$ cat src/rtl/lc3_pkg.sv
// Shared LC-3 constants: program-counter select encodings and default address-map values.
package lc3_pkg;

   localparam logic [1:0] PC_SEL_INC    = 2'b00;
   localparam logic [1:0] PC_SEL_BRANCH = 2'b01;
   localparam logic [1:0] PC_SEL_JUMP   = 2'b10;
   localparam logic [1:0] PC_SEL_TRAP   = 2'b11;

   localparam int          DEF_WIDTH        = 16;
   localparam logic [15:0] DEF_RESET_VECTOR = 16'h3000;
   localparam logic [15:0] DEF_TRAP_BASE    = 16'h0000;

endpackage

$ cat src/rtl/pc_flush_ctr.sv
// Fetch-flush window counter: loads on a redirect, otherwise counts down to zero and stays there.
module pc_flush_ctr #(
   parameter int unsigned LOAD_VAL = 1
) (
   input  logic clk,
   input  logic rst_n,
   input  logic load,
   output logic nonzero
);

   localparam int unsigned    CW       = $clog2(LOAD_VAL + 1);
   localparam logic [CW-1:0]  LOAD_CNT = CW'(LOAD_VAL);

   logic [CW-1:0] cnt;

   // A reload mid-window restarts the count rather than adding to it.
   always_ff @(posedge clk or negedge rst_n) begin
      if (!rst_n) begin
         cnt <= '0;
      end else if (load) begin
         cnt <= LOAD_CNT;
      end else if (cnt != '0) begin
         cnt <= cnt - CW'(1);
      end
   end

   assign nonzero = (cnt != '0);

endmodule

$ cat src/rtl/pc_next_unit.sv
// LC-3 program-counter stage: PC register, next-PC selection, link capture and fetch-flush window.
module pc_next_unit
   import lc3_pkg::*;
#(
   parameter int               WIDTH        = DEF_WIDTH,
   parameter logic [WIDTH-1:0] RESET_VECTOR = WIDTH'(DEF_RESET_VECTOR),
   parameter bit               TRAP_EN      = 1'b1,
   parameter logic [WIDTH-1:0] TRAP_BASE    = WIDTH'(DEF_TRAP_BASE),
   parameter int               FLUSH_CYCLES = 1
) (
   input  logic             clk,
   input  logic             rst_n,
   input  logic [1:0]       pc_sel,
   input  logic             advance,
   input  logic [WIDTH-1:0] branch_addr,
   input  logic [WIDTH-1:0] jump_addr,
   input  logic [7:0]       trapvect,
   input  logic             link_req,
   input  logic             err_clr,
   output logic [WIDTH-1:0] pc,
   output logic [WIDTH-1:0] pc_plus_1,
   output logic [WIDTH-1:0] next_pc,
   output logic [WIDTH-1:0] link_addr,
   output logic             link_valid,
   output logic             flush,
   output logic             sel_err
);

   logic illegal_sel;
   logic redirect;

   assign pc_plus_1   = pc + WIDTH'(1);
   assign illegal_sel = (pc_sel == PC_SEL_TRAP) && !TRAP_EN;
   assign redirect    = advance && (pc_sel != PC_SEL_INC) && !illegal_sel;

   // An illegal trap select resolves to the current pc so an advance simply holds.
   always_comb begin
      next_pc = pc;
      case (pc_sel)
         PC_SEL_INC:    next_pc = pc_plus_1;
         PC_SEL_BRANCH: next_pc = branch_addr;
         PC_SEL_JUMP:   next_pc = jump_addr;
         PC_SEL_TRAP:   next_pc = TRAP_EN ? {TRAP_BASE[WIDTH-1:8], trapvect} : pc;
         default:       next_pc = pc;
      endcase
   end

   always_ff @(posedge clk or negedge rst_n) begin
      if (!rst_n) begin
         pc <= RESET_VECTOR;
      end else if (advance) begin
         pc <= next_pc;
      end
   end

   // The link address is the return point of the instruction doing the redirect.
   always_ff @(posedge clk or negedge rst_n) begin
      if (!rst_n) begin
         link_addr  <= '0;
         link_valid <= 1'b0;
      end else begin
         link_valid <= redirect && link_req;
         if (redirect && link_req) begin
            link_addr <= pc_plus_1;
         end
      end
   end

   always_ff @(posedge clk or negedge rst_n) begin
      if (!rst_n) begin
         sel_err <= 1'b0;
      end else if (advance && illegal_sel) begin
         sel_err <= 1'b1;
      end else if (err_clr) begin
         sel_err <= 1'b0;
      end
   end

   pc_flush_ctr #(
      .LOAD_VAL (FLUSH_CYCLES)
   ) u_flush_ctr (
      .clk     (clk),
      .rst_n   (rst_n),
      .load    (redirect),
      .nonzero (flush)
   );

endmodule

$ cat config.mk
export PLATFORM = sky130hd
export DESIGN_NAME = pc_next_unit
export DESIGN_NICKNAME = d
export VERILOG_FILES = /design/src/rtl/lc3_pkg.sv /design/src/rtl/pc_flush_ctr.sv /design/src/rtl/pc_next_unit.sv
export SDC_FILE = /design/constraint.sdc
export NUM_CORES = 1
export LEC_CHECK = 0
export CAP_MARGIN = 20
export CORE_UTILIZATION = 40
export DETAILED_ROUTE_END_ITERATION = 8
export GPL_TIMING_DRIVEN = 0
export PLACE_DENSITY = 0.82
export SYNTH_ARGS = -nofsm -noshare
export SYNTH_HDL_FRONTEND = slang
export SYNTH_SLANG_ARGS = --single-unit
$ cat constraint.sdc
create_clock -name clk -period 2.3 [get_ports clk]
set_input_delay 0.46 -clock clk [delete_from_list [all_inputs] [get_ports clk]]
set_output_delay 0.46 -clock clk [all_outputs]
set_load 0.1 [all_outputs]
==> summary.md <==
| Metric | Value |
|---|---|
| CP Cell Sequence | ha_4, and3_4, nand4_1, xor2_2, buf_6, o21ai_4, buf_12 |
| Slew Viols, Final | 0 |
| Worst Hold Class | input port to asynchronous set/reset pin |
| I/O pins | approximately 110 |
| Ranking of synthesized cells by area | dfrtp_1 (37%), nand2_1 (5.8%), o21ai_0 (5.4%) |
| Vias/cell | between 5 and 6 |
| Synth top area share | 0.374 |
| Hpwl dp | 5460 um |
| Max_cap viols | 0 |
| # clock sinks | 34 |
| CP peak stage delay | 480 ps |
| Wire per inst | 23.0 um |
| Multi-input logic area | between 1500 and 2000 um2 |
| Final setup viols | 26 |
| Layout cells sized above 1 | 0.462 |
| Area of the core | 5140 um2 |
| Clock skew | around 13 ps |
| Final Wtd Congestion | 0.823 |
| Clock transition at path regs | 80 ps |
| Period utilization | 1.15 |
| Predominant post-synthesis flop cell | dfrtp_1 |
| First-pass GRT wire length | 13,400 um |
| Critical-path maximum fanout | 4 |
| Layout Nets | 439 |
| H-tree Lvls | 2 |
| Min Tclk post-route | 2650 ps |
| Worst Tran Pin Value | between 1000 and 1500 ps |
| Peak VDD IR | 692 uV |
| Yosys warnings | 0 |
| Clock Latency Late Sink | ~300 ps |
| R2r endpoint | pc[4] |
| Kind of critical path | register to output pin |
| FP Rows | 26 |
| Worst path slowest cell | dfrtp_4 |
| Root buffer cell | clkbuf_8 |
| Commonest cells post-synth | nand2_1 (33), dfrtp_1 (32), o21ai_0 (23) |
| Max Freq | 0.377 GHz |
| DRC Markers | 0 |
| Setup ws final | -351 ps |
| CP Data Required Time | 1840 ps |
| CTS Buf Count | 5 |
| Synth Register Bits | 34 |
| Yosys top cell by area | dfrtp_1 |
| GR Overflow Total | 0 |
| Port bufs | between 100 and 150 |
| Mapped Area | 2140 um2 |
| Syn avg cell area | ~9 um2 |
| Fillcell total | 225 |
| Area after DPL | 3710 um2 |
| Vias in the first global route | 2,495 |
| Ys async rst share | 1.00 |
| Routed via count | 2,758 |
| Most frequent cell after synthesis | nand2_1 |
| Status | finished with violations |
| Critical Path Sink Type | output pin |
| Initial Utilization | 0.417 |
| Final hold violations | 0 |
| Unique masters post-synth | 53 |
| ANT nets after route | 0 |
| Fin area | 4520 um2 |
| Die X | 75.2 um |
| P&R area growth vs syn | 111% |
| Data arrival, critical path | around 2200 ps |
| FF/Latch Area | a little over 900 um2 |
| Total negative slack | -4360 ps |
| Largest net degree at the start of global routing | 35 |
| CTS Hold Bufs | 0 |
| Post-synth EDFFs | 0 |
| Power per cell area | 910 nW/um2 |
| Register area share after synthesis | 0.398 |
| Total GRT Usage | 0.331 |
| Pre-CTS setup slack | -1550 ps |
| Violated checks | negative setup slack |
| Longest Clk Path Bufs | 2 |
| LEAKAGE | between 1.5 and 2 nW |
| Number of diodes | 0 |
| FF-to-FF setup slack | 150 ps |
| CTS tree | done |
| Reg2reg start | pc[0] |
| DIE AREA | about 5700 um2 |
| Final design utilization | 0.880 |
| Startpoint types | register |
| Number of antenna violations at the first check in global routing | 0 |
| Depth of the worst register-to-register path | 6 |
| Syn nets | 280 |
| First-pass DRT Iterations | 4 |
| Worst Hold Slack | between 200 and 250 ps |
| DR iter-0 viols | just under 300 |
| RSZ-0062 raised after global routing | yes |
| Slew HR | 0.320 |
| Routed wire length | between 10,000 and 15,000 um |
| Cells after Synth | 232 |
| Chip Height | roughly 75 um |
==> report_power, final <==
group / switching [W] / internal [W]
registers: 0.000142 / 0.000729
logic: 0.00198 / 0.000787
clock network: 0.000238 / 0.000245
total: 0.00235 / 0.00176
==> sequential cells by signal, summed over array words and instances (netlist names) <==
signal,cells
link_addr,16
pc,16
link_valid,1
u_flush_ctr.nonzero,1
==> logic make-up after synthesis <==
logic type | synth area share
AOI/OAI and AO/OA | 0.191
DFF | 0.398
xor gates and xnor gates | 0.0567
adders and majority gates | 0.00584
and+or+nand+nor | 0.202
buffers and inverters | 0.0537
other | 0.00175
muxes | 0.0905
==> final cells by class <==
type	count	area share
buffer	14	0.0216
clock buffer	8	0.0199
inverter	15	0.0183
multi-input combinational	169	0.365
sequential	34	0.200
tap	70	0.0194
timing repair buffer	152	0.356
==> metal layers <==
layer  GRT usage  up-vias  share of wire
li1            -     1151              -
met1       0.413     1357           0.37
met2       0.571      203           0.50
met3      0.0469       47          0.074
met4       0.152        0          0.057
met5           0        -              0
==> timing repair <==
action	CTS	global route
pin swaps	18	15
setup buffers	23	20
gates resized for setup	278	37
endpoints found under the setup margin	46	29
==> layout by cell type (no fill, tap or decap), types with 9 or more instances in the layout <==
master	n
clkdlybuf4s50_1	58
buf_4	34
nand2_1	30
dfrtp_1	19
buf_12	18
buf_6	17
o21ai_0	15
dlygate4sd2_1	15
dfrtp_4	11
nor2_1	9
==> worst max path at each step <==
| stage | from | endpoint | slack (ps) | cells after the start |
|---|---|---|---|---|
| 2_1_floorplan | pc[13] | next_pc[15] | -1060 | 4 |
| 5_1_grt | pc[0] | next_pc[12] | -400 | 7 |
| 4_1_cts | pc[8] | next_pc[14] | -260 | 5 |
| 6_report | pc[0] | next_pc[12] | -350 | 7 |
| 3_5_place_dp | pc_sel[0] | next_pc[7] | -1550 | 7 |
| 3_3_place_gp | pc_sel[0] | next_pc[7] | -1560 | 7 |
==> metrics by stage <==
stage	instances	power [W]
after global routing	462	0.00421
after floorplan	232	0.00273
after detailed placement	412	0.00329
after global placement	412	0.00326
after CTS	442	0.00390
final	462	0.00412
==> worst max-delay path: cells and delay by family (launching register included) <==
family                   cells  cell delay, ps
AO/OA/AOI/OAI                1             140
XOR/XNOR                     1             230
adder cells (fa/ha/maj)      1             180
buffers and inverters        2             330
flip-flops                   1             480
AND/OR/NAND/NOR              2             510
No activity file was read; power rests on OpenSTA's default activity.
